==> src/rtl/m8_32.sv <==
// Byte-to-word packer for the PCIe PHY receive lane: gathers four valid bytes
// on clk_4f into one registered 32-bit word, flagging words abandoned mid-way.
module m8_32 #(
  parameter int unsigned BYTES     = 4,
  parameter bit          MSB_FIRST = 1'b1
) (
  input  logic        clk_4f,
  input  logic        reset,
  input  logic [7:0]  data_8_32_in,
  input  logic        valid_8_32_in,
  output logic [31:0] data_8_32,
  output logic        valid_8_32,
  output logic        err_partial
);

  typedef enum logic [1:0] {
    S0 = 2'd0,
    S1 = 2'd1,
    S2 = 2'd2,
    S3 = 2'd3
  } cnt_t;

  cnt_t        cnt, cnt_next;
  logic [31:0] shift_buf, shift_buf_next;
  logic [31:0] data_next;
  logic        valid_next;
  logic        err_next;
  int unsigned idx;

  // Bit offset of byte slot k within the word, honouring the byte order.
  function automatic int unsigned slot_lo(input int unsigned k);
    if (MSB_FIRST)
      return (BYTES - 1 - k) * 8;
    else
      return k * 8;
  endfunction

  always_ff @(posedge clk_4f) begin
    if (reset) begin
      cnt         <= S0;
      shift_buf   <= '0;
      data_8_32   <= '0;
      valid_8_32  <= 1'b0;
      err_partial <= 1'b0;
    end else begin
      cnt         <= cnt_next;
      shift_buf   <= shift_buf_next;
      data_8_32   <= data_next;
      valid_8_32  <= valid_next;
      err_partial <= err_next;
    end
  end

  always_comb begin
    cnt_next       = cnt;
    shift_buf_next = shift_buf;
    data_next      = data_8_32;
    valid_next     = 1'b0;
    err_next       = 1'b0;
    idx            = 32'(cnt);

    if (valid_8_32_in) begin
      for (int unsigned k = 0; k < BYTES; k++) begin
        if (k == idx)
          shift_buf_next[slot_lo(k) +: 8] = data_8_32_in;
      end
      case (cnt)
        S0: cnt_next = S1;
        S1: cnt_next = S2;
        S2: cnt_next = S3;
        default: begin
          // The completed word is the buffer with the last byte already merged.
          cnt_next   = S0;
          data_next  = shift_buf_next;
          valid_next = 1'b1;
        end
      endcase
    end else if (cnt != S0) begin
      cnt_next = S0;
      err_next = 1'b1;
    end
  end

endmodule

==> config.mk <==
export PLATFORM = sky130hd
export DESIGN_NAME = m8_32
export DESIGN_NICKNAME = d
export VERILOG_FILES = /design/src/rtl/m8_32.sv
export SDC_FILE = /design/constraint.sdc
export NUM_CORES = 1
export LEC_CHECK = 0
export CAP_MARGIN = 25
export CORE_ASPECT_RATIO = 0.7
export CORE_UTILIZATION = 45
export CTS_CLUSTER_DIAMETER = 50
export DETAILED_ROUTE_END_ITERATION = 8
export GPL_TIMING_DRIVEN = 0
export PLACE_DENSITY = 0.79
export SLEW_MARGIN = 15
export SYNTH_ARGS = -nofsm -noshare
export SYNTH_HDL_FRONTEND = slang
export SYNTH_SLANG_ARGS = --single-unit
==> constraint.sdc <==
create_clock -name clk_4f -period 1.77 [get_ports clk_4f]
set_input_delay 0.177 -clock clk_4f [delete_from_list [all_inputs] [get_ports clk_4f]]
set_output_delay 0.177 -clock clk_4f [all_outputs]
set_load 0.05 [all_outputs]
==> results of run 1 <==
[flip-flops by register name, indices dropped and copies added, names as in the netlist]
signal / count
err_partial: 1
data_8_32: 32
valid_8_32: 1
shift_buf: 24
cnt: 2
[cells by family (layout without fill, tap and decap cells)]
kind of cell / Yosys count / after routing / synth area share
AO/OA/AOI/OAI: 115 / 115 / 0.312
adder cells (fa/ha/maj): 5 / 5 / 0.0216
buffers and inverters: 38 / 97 / 0.103
flip-flops: 60 / 60 / 0.414
multiplexers: 24 / 24 / 0.0828
AND/OR/NAND/NOR: 38 / 38 / 0.0672
[tightest hold or removal path, stage by stage]
cell,delay [ps]
buf_2,120
clkbuf_1,160
a21oi_1,50
[metal layers]
| layer | vias to the layer above | wire, um |
|---|---|---|
| met1 | 1114 | 3290 |
| li1 | 1125 | - |
| met5 | - | 0 |
| met3 | 9 | 519 |
| met4 | 0 | 69 |
| met2 | 78 | 2990 |
[Yosys cell counts]
cell type	instances
nand3_1	32
buf_2	18
and2_4	1
a21oi_1	58
buf_6	8
buf_8	4
nand3b_1	1
o21ai_1	1
a211oi_1	2
buf_12	1
a211oi_2	22
buf_4	3
dfxtp_1	60
nor2b_1	1
nand2_1	2
nor3_1	1
a21bo_1	32
inv_1	2
clkbuf_1	2
ha_1	5
mux2i_1	24
[stage by stage]
stage                     std cells  instance area, um^2
after floorplan                 280                 2900
after global placement          401                 3430
after detailed placement        401                 3430
after CTS                       417                 3610
after global routing            417                 3610
final                           417                 3610
[worst paths after layout]
path / startpoint / endpoint / slack, ps
setup / recovery: data_8_32[28] / data_8_32[28] / 90
hold / removal: reset / cnt[1] / 210
setup reg to reg: cnt[0] / data_8_32[27] / 300
hold reg to reg: cnt[0] / cnt[0] / 520
[final cells by class]
cell class / count / area [um^2] / area share
multi-input combinational: 182 / 1400 / 0.389
sequential: 60 / 1200 / 0.332
timing repair buffer: 43 / 430 / 0.119
buffer: 36 / 290 / 0.0803
clock buffer: 10 / 128 / 0.0353
tap: 78 / 97.6 / 0.0270
clock inverter: 6 / 55.1 / 0.0152
inverter: 2 / 7.51 / 0.00208
[power by group through the flow]
stage | clock, mW | sequential [mW] | combinational, mW
floorplan | 0 | 1.48 | 0.327
global placement | 0 | 1.44 | 0.494
detailed placement | 0 | 1.45 | 0.503
CTS | 1.18 | 1.42 | 0.505
global route | 1.25 | 1.42 | 0.543
finish | 1.16 | 1.42 | 0.507
==> key figures, run 1 <==
STA
  – Final Slew Violations: 0
  – Hold Vio Cnt, Final: 0
  – Clock skew: 3.32 ps
  – Final setup fails: 0
  – Fin Setup TNS: 0 ps
  – RSZ-0062 raised after global routing: false
  – Max Clock Freq: 0.597 GHz
  – Final Critical Period: 1680 ps
  – Max_slew headroom: 0.660
  – Actual slew at the worst max-slew pin: 508 ps
  – Worst hold slack: 214 ps
  – PnR worst setup slack: 93.7 ps
  – Period utilization: 0.947

Setup path
  – Setup CP Type: register to output pin
  – Worst Path Arrival: 1500 ps
  – Crit path max-delay family: buffers and inverters
  – Critical path capture point type: output pin
  – Largest stage delay on the critical path: 820 ps
  – CP max-delay cell: clkdlybuf4s50_1
  – Cell count of the worst reg-to-reg path: 6
  – Levels on crit path: 1
  – Worst path cell trace: clkdlybuf4s50_1
  – Critical Path Start Type: register
  – CP max FO: 2
  – WP buf/inv: 1
  – Required @ worst endpoint: 1590 ps

GRT
  – Initial antenna violation count: 0
  – Met2 Track Usage GR: 0.329
  – GR met3 Demand/Resource: 0.0645
  – Met1 usage: 0.297
  – Global-route usage over all layers: 0.220
  – First-pass GRT wire length: 11.4 mm
  – Vias in the first global route: 2287
  – GRT busiest layer: met2
  – Largest net degree at the start of global routing: 11
  – Overflow after GRT: 0

Clocking
  – H-Tree Depth: 3
  – CTS tree: done
  – CTS Buffer Depth: 2
  – Hold buffer count at CTS: 0
  – Worst skew pair latency: 340 ps
  – Clock-pin slew on the worst setup and hold paths: 60 ps
  – Post-CTS setup buffers: 0
  – Clock sinks: 60
  – Total CTS buffers: 9
  – # resized after CTS: 0
  – Root buf cell: clkbuf_8

Status
  – Outcome: finished, violations left
  – Violated checks: design-rule violations

Synthesis
  – Seq/Total Area, Yosys: 0.414
  – Post-synth top area share: 0.414
  – Synthesized Nets: 296
  – Synth unique cells: 21
  – Avg Cell Area, Syn: 10.4 um^2
  – YS warnings: 0
  – Area leader, netlist: dfxtp_1
  – Synth area leaders: dfxtp_1, a21bo_1, a21oi_1, a211oi_2, mux2i_1
  – Number of synthesized register bits: 60
  – Mapped Cells: 280
  – Synth Cell Area: 2900 um^2

Power
  – Clock Power Share: 0.376
  – Switching Fraction: 0.274
  – Pleak: 1.29 nW
  – Peak VDD IR: 0.481 mV
  – Final Power: 3.08 mW
  – Power Dens Cells: 853 nW/um^2
  – Comb power frac: 0.164
  – Int Power: 2.24 mW
  – P_sw: 0.845 mW
  – Sequential power share: 0.459

Placed design
  – DP HPWL: 4.79 mm
  – Post-place setup slack: 294 ps
  – Buffers on Ports: 43
  – RePlAce Congestion: 0.845

Run
  – Max cap viols: 0

Layout
  – Final design utilization: 0.581
  – Ant. Diodes: 0
  – Layout cells sized above 1: 0.212
  – Most common cell after layout, fill and taps aside: dfxtp_1
  – Commonest cells after routing, fill and taps aside: dfxtp_1, a21oi_1, clkdlybuf4s50_1
  – Nets: 350
  – Layout area overhead: 24.5%
  – # fillers: 557

Drt
  – Via/cell ratio: 5.58
  – Routed wire per std cell: 16.5 um
  – Via Count: 2326
  – Post-route DRC: 2
  – DR pass1 iterations: 7
  – Post-route ant nets: 0
  – DR iter-0 viols: 112
  – Routed wire length: 6.87 mm

Floorplan
  – Total core area: 6220 um^2
  – Die height: 69.2 um
  – FP Rows: 24
  – Ports: 45
  – Initial Util: 0.467
  – Die Area: 6780 um^2
  – DIE WIDTH: 98.0 um

Min path
  – WHS Path Cells: 3
  – Hold WC Path Type: input port to register
Power figures use the tool's default switching activity.
==> inputs of run 2 (changes only) <==
CORE_MARGIN = 2   (was unset)
CTS_BUF_LIST = sky130_fd_sc_hd__clkbuf_4 sky130_fd_sc_hd__clkbuf_8 sky130_fd_sc_hd__clkbuf_16   (was unset)
==> key figures, run 2 (synthesized netlist as in run 1, its figures left out) <==
Power
  – Clock Power Share: 0.430 (+0.054)
  – Peak VDD IR: 0.408 mV (-15%)
  – Int Power: 2.50 mW (+12%)
  – Power Dens Cells: 921 nW/um^2 (+8.0%)
  – Sequential power share: 0.419 (-0.040)
  – P_sw: 0.873 mW (+3.4%)
  – Comb power frac: 0.151 (-0.013)
  – Switching Fraction: 0.259 (-0.0153)
  – Pleak: 1.31 nW (+1.8%)

Layout
  – Nets: 350 (unchanged)
  – Design Area, Final: 3670 um^2 (+1.5%)
  – Max reg flops: 32 (unchanged)
  – Commonest cells after routing, fill and taps aside: dfxtp_1, a21oi_1, clkdlybuf4s50_1
  – Reg with most FFs: data_8_32
  – Layout area overhead: 26.3%
  – # fillers: 533 (-4.3%)
  – Layout cells sized above 1: 0.215 (+0.00295)
  – Top flop regs: data_8_32: 32 flops, shift_buf: 24 flops, cnt: 2 flops
  – Ant. Diodes: 0 (unchanged)
  – Most common cell after layout, fill and taps aside: dfxtp_1
  – Non-filler cells, final: 417 (unchanged)
  – Final design utilization: 0.587 (+0.00562)

Placed design
  – Buffers on Ports: 43 (unchanged)
  – DP HPWL: 4.85 mm (+1.2%)
  – Cell Area, Placed: 3430 um^2 (unchanged)
  – Post-place setup slack: 314 ps (+20.1 ps)
  – Dpl cells: 401 (unchanged)
  – RePlAce Congestion: 0.847 (+0.15%)

Setup path
  – Worst path cell trace: clkdlybuf4s50_1
  – CP max FO: 2 (unchanged)
  – CP max-delay cell: clkdlybuf4s50_1
  – Worst Path Arrival: 1510 ps (about the same)
  – WP buf/inv: 1 (unchanged)
  – Setup CP Type: register to output pin
  – Reg-to-Reg Start: cnt[0]
  – Required @ worst endpoint: 1590 ps (about the same)
  – Setup crit start: data_8_32[25]
  – Largest stage delay on the critical path: 820 ps (about the same)
  – Critical path endpoint: data_8_32[25]
  – R2r setup slk: 320 ps (+20 ps)
  – Crit path max-delay family: buffers and inverters
  – Worst R2R End: shift_buf[26]
  – Cell count of the worst reg-to-reg path: 6 (unchanged)
  – Critical Path Start Type: register
  – Levels on crit path: 1 (unchanged)
  – Critical path capture point type: output pin

Drt
  – Post-route ant nets: 0 (unchanged)
  – Met2 routed WL: 3.16 mm (+5.6%)
  – Post-route DRC: 0 (-2)
  – WL met1: 3.49 mm (+5.9%)
  – DR iter-0 viols: 93 (-17%)
  – Via/cell ratio: 5.58 (unchanged)
  – Highest Signal Layer: met4
  – Via Count: 2326 (unchanged)
  – Routed wire per std cell: 17.2 um (+4.6%)
  – Routed wire length: 7.19 mm (+4.6%)
  – Met3 WL: 461 um (-11%)
  – DR pass1 iterations: 4 (-3)

Clocking
  – Hold buffer count at CTS: 0 (unchanged)
  – H-Tree Depth: 3 (unchanged)
  – Worst skew pair latency: 340 ps (about the same)
  – CTS tree: done
  – Post-CTS setup buffers: 0 (unchanged)
  – CTS Buffer Depth: 2 (unchanged)
  – Clock sinks: 60 (unchanged)
  – Root buf cell: clkbuf_8
  – # resized after CTS: 0 (unchanged)
  – Total CTS buffers: 9 (unchanged)
  – Clock-pin slew on the worst setup and hold paths: 70 ps (about the same)

Floorplan
  – Ports: 45 (unchanged)
  – FP Rows: 24 (unchanged)
  – Total core area: 6250 um^2 (+0.48%)
  – Die Area: 7120 um^2 (+5.0%)
  – Initial Util: 0.465 (-0.00225)
  – DIE WIDTH: 100 um (+2.0%)
  – Die height: 71.2 um (+2.9%)

STA
  – RSZ-0062 raised after global routing: false
  – Max Clock Freq: 0.592 GHz (-0.82%)
  – Period utilization: 0.955 (+0.00786)
  – Final setup fails: 0 (unchanged)
  – Clock skew: 9.15 ps (+5.83 ps)
  – PnR worst setup slack: 79.8 ps (-13.9 ps)
  – Fin Setup TNS: 0 ps (unchanged)
  – Hold Vio Cnt, Final: 0 (unchanged)
  – Final Slew Violations: 0 (unchanged)
  – Actual slew at the worst max-slew pin: 514 ps (+5.59 ps)
  – Max_slew headroom: 0.656 (-0.00374)
  – Final Critical Period: 1690 ps (+13.9 ps)

GRT
  – First-pass GRT wire length: 11.9 mm (+4.4%)
  – Overflow after GRT: 0 (unchanged)
  – Vias in the first global route: 2340 (+2.3%)
  – Global-route usage over all layers: 0.218 (-0.00224)
  – Initial antenna violation count: 0 (unchanged)
  – Largest net degree at the start of global routing: 11 (unchanged)

Run
  – Max cap viols: 0 (unchanged)

Status
  – Outcome: completed

Min path
  – Hold WC Path Type: input port to register
  – Hold_sp: reset
==> run 2: metal layers <==
layer,track usage,up-vias
met3,0.0761,7
met1,0.302,1146
met5,0,-
met2,0.316,52
met4,0.0731,0
li1,-,1121
==> run 2: cell type report <==
cell class	instances	area, um^2	share of cell area
buffer	36	290	0.0792
clock buffer	12	165	0.0451
clock inverter	4	70.1	0.0191
inverter	2	7.51	0.00205
multi-input combinational	182	1400	0.383
sequential	60	1200	0.328
tap	78	97.6	0.0266
timing repair buffer	43	430	0.117
==> run 2: worst min-delay path by stage <==
stage,end,slack [ps],cells after the start
final,data_8_32[7],210,3
after global routing,cnt[1],210,3
after CTS,cnt[1],190,3
after detailed placement,cnt[0],500,2
after global placement,cnt[0],490,2
after floorplan,shift_buf[30],340,2
==> run 2: power groups by stage <==
| stage | registers (mW) | logic, mW | clock network (mW) |
|---|---|---|---|
| 6_report | 1.42 | 0.508 | 1.45 |
| 5_1_grt | 1.42 | 0.548 | 1.53 |
| 4_1_cts | 1.42 | 0.507 | 1.48 |
| 3_5_place_dp | 1.45 | 0.504 | 0 |
| 3_3_place_gp | 1.44 | 0.494 | 0 |
| 2_1_floorplan | 1.48 | 0.327 | 0 |
==> run 2: per-stage QoR <==
| step | hold slack (ps) | total power [mW] |
|---|---|---|
| 2_1_floorplan | 338 | 1.81 |
| 3_3_place_gp | 493 | 1.94 |
| 3_5_place_dp | 504 | 1.95 |
| 4_1_cts | 191 | 3.40 |
| 5_1_grt | 213 | 3.50 |
| 6_report | 210 | 3.38 |
==> inputs of run 3 (changes only) <==
PLACE_DENSITY = 0.66   (was 0.79)
==> key figures, run 3 (synthesized netlist as in run 1, its figures left out) <==
Status
  – Outcome: completed

Setup path
  – Setup crit start: data_8_32[26]
  – Reg-to-Reg Start: cnt[0]
  – Worst path cell trace: clkdlybuf4s50_1
  – Critical path capture point type: output pin
  – Largest stage delay on the critical path: 810 ps (about the same)
  – Levels on crit path: 1 (unchanged)
  – Setup CP Type: register to output pin
  – R2r setup slk: 340 ps (+20 ps)
  – Cell count of the worst reg-to-reg path: 6 (unchanged)
  – CP max FO: 2 (unchanged)
  – Worst Path Arrival: 1480 ps (-30 ps)
  – Critical Path Start Type: register
  – CP max-delay cell: clkdlybuf4s50_1
  – Crit path max-delay family: buffers and inverters
  – Critical path endpoint: data_8_32[26]
  – Worst R2R End: shift_buf[26]
  – WP buf/inv: 1 (unchanged)
  – Required @ worst endpoint: 1590 ps (about the same)

Placed design
  – RePlAce Congestion: 0.783 (-7.5%)
  – DP HPWL: 4.82 mm (-0.58%)
  – Cell Area, Placed: 3430 um^2 (unchanged)
  – Buffers on Ports: 43 (unchanged)
  – Dpl cells: 401 (unchanged)
  – Post-place setup slack: 284 ps (-29.9 ps)

Layout
  – Max reg flops: 32 (unchanged)
  – Ant. Diodes: 0 (unchanged)
  – Non-filler cells, final: 416 (-0.24%)
  – Storage element area: 1200 um^2 (unchanged)
  – Most common cell after layout, fill and taps aside: dfxtp_1
  – Top flop regs: data_8_32: 32 flops, shift_buf: 24 flops, cnt: 2 flops
  – Reg with most FFs: data_8_32
  – Multi-input gate area: 1400 um^2 (unchanged)
  – Layout area overhead: 24.3%
  – Design Area, Final: 3610 um^2 (-1.6%)
  – Nets: 350 (unchanged)
  – # fillers: 580 (+8.8%)
  – Commonest cells after routing, fill and taps aside: dfxtp_1, a21oi_1, clkdlybuf4s50_1
  – Final design utilization: 0.578 (-0.00941)
  – Layout cells sized above 1: 0.213 (-0.00232)

STA
  – Max_slew headroom: 0.657 (about the same)
  – RSZ-0062 raised after global routing: false
  – Fin Setup TNS: 0 ps (unchanged)
  – Final Slew Violations: 0 (unchanged)
  – Period utilization: 0.938 (-0.0170)
  – Max Clock Freq: 0.602 GHz (+1.8%)
  – Final setup fails: 0 (unchanged)
  – Final Critical Period: 1660 ps (-30.2 ps)
  – Clock skew: 6.18 ps (-2.97 ps)
  – Hold Vio Cnt, Final: 0 (unchanged)
  – Actual slew at the worst max-slew pin: 513 ps (-0.850 ps)
  – PnR worst setup slack: 110 ps (+30.2 ps)

GRT
  – First-pass GRT wire length: 11.6 mm (-2.6%)
  – Vias in the first global route: 2188 (-6.5%)
  – Initial antenna violation count: 0 (unchanged)
  – Global-route usage over all layers: 0.214 (-0.00322)
  – Largest net degree at the start of global routing: 11 (unchanged)
  – Overflow after GRT: 0 (unchanged)

Clocking
  – Hold buffer count at CTS: 0 (unchanged)
  – Total CTS buffers: 9 (unchanged)
  – CTS Buffer Depth: 2 (unchanged)
  – Clock sinks: 60 (unchanged)
  – CTS tree: done
  – Worst skew pair latency: 330 ps (about the same)
  – Post-CTS setup buffers: 0 (unchanged)
  – # resized after CTS: 0 (unchanged)
  – Clock-pin slew on the worst setup and hold paths: 60 ps (about the same)
  – Root buf cell: clkbuf_8
  – H-Tree Depth: 3 (unchanged)

Power
  – Switching Fraction: 0.273 (+0.0147)
  – Pleak: 1.29 nW (-2.0%)
  – Power Dens Cells: 841 nW/um^2 (-8.7%)
  – Sequential power share: 0.466 (+0.047)
  – Comb power frac: 0.167 (+0.016)
  – Peak VDD IR: 0.387 mV (-5.2%)
  – P_sw: 0.829 mW (-5.0%)
  – Int Power: 2.21 mW (-12%)
  – Clock Power Share: 0.366 (-0.064)

Drt
  – Via/cell ratio: 5.44 (-2.5%)
  – Routed wire per std cell: 17.1 um (-1.1%)
  – DR pass1 iterations: 4 (unchanged)
  – DR iter-0 viols: 112 (+20%)
  – Post-route ant nets: 0 (unchanged)
  – Via Count: 2263 (-2.7%)
  – Routed wire length: 7.09 mm (-1.3%)
  – Post-route DRC: 0 (unchanged)

Min path
  – Hold WC Path Type: input port to register

Run
  – Max cap viols: 0 (unchanged)

Floorplan
  – FP Rows: 24 (unchanged)
  – Ports: 45 (unchanged)
  – Initial Util: 0.465 (unchanged)
  – DIE WIDTH: 100 um (unchanged)
  – Die height: 71.2 um (unchanged)
  – Total core area: 6250 um^2 (unchanged)
  – Die Area: 7120 um^2 (unchanged)
[run 3: cell types whose count changed in the layout (fill, tap and decap cells not counted), sizes merged]
cell,previous run,this run
clkbuf,14,15
bufinv,2,0
[run 3: how the worst min path moves through the flow]
stage | cells past startpoint | start | endpoint | slack, ps
final | 3 | reset | data_8_32[7] | 220
after global routing | 3 | reset | cnt[1] | 220
after CTS | 3 | reset | cnt[1] | 190
after detailed placement | 2 | cnt[0] | cnt[0] | 500
after global placement | 2 | cnt[0] | cnt[0] | 490
after floorplan | 2 | data_8_32_in[6] | shift_buf[30] | 340
[run 3: area by class of cell]
cell class | instances | share of cell area
buffer | 36 | 0.0805
tap | 78 | 0.0271
timing repair buffer | 43 | 0.119
multi-input combinational | 182 | 0.389
inverter | 2 | 0.00208
clock inverter | 2 | 0.00277
clock buffer | 13 | 0.0461
sequential | 60 | 0.333
[run 3: worst min-delay path, stage by stage]
cell	delay, ps
buf_2	120
clkbuf_1	150
a21oi_1	50
[run 3: per-stage QoR]
stage | hold WS, ps | total power [mW]
final | 218 | 3.04
after CTS | 194 | 3.07
after floorplan | 338 | 1.81
after detailed placement | 502 | 1.95
after global placement | 495 | 1.95
after global routing | 222 | 3.17
[run 3: power groups by stage]
| stage | Combinational (mW) | Clock, mW | Sequential [mW] |
|---|---|---|---|
| final | 0.508 | 1.11 | 1.42 |
| after global routing | 0.548 | 1.20 | 1.42 |
| after CTS | 0.509 | 1.15 | 1.42 |
| after detailed placement | 0.507 | 0 | 1.45 |
| after global placement | 0.503 | 0 | 1.44 |
| after floorplan | 0.327 | 0 | 1.48 |
[run 3: per-layer routing]
metal  vias up  track usage  share of wire
met4         0       0.0502         0.0056
met1      1073        0.325           0.53
li1       1124            -              -
met3         5       0.0623          0.044
met2        61        0.298           0.42
met5         -            0              0
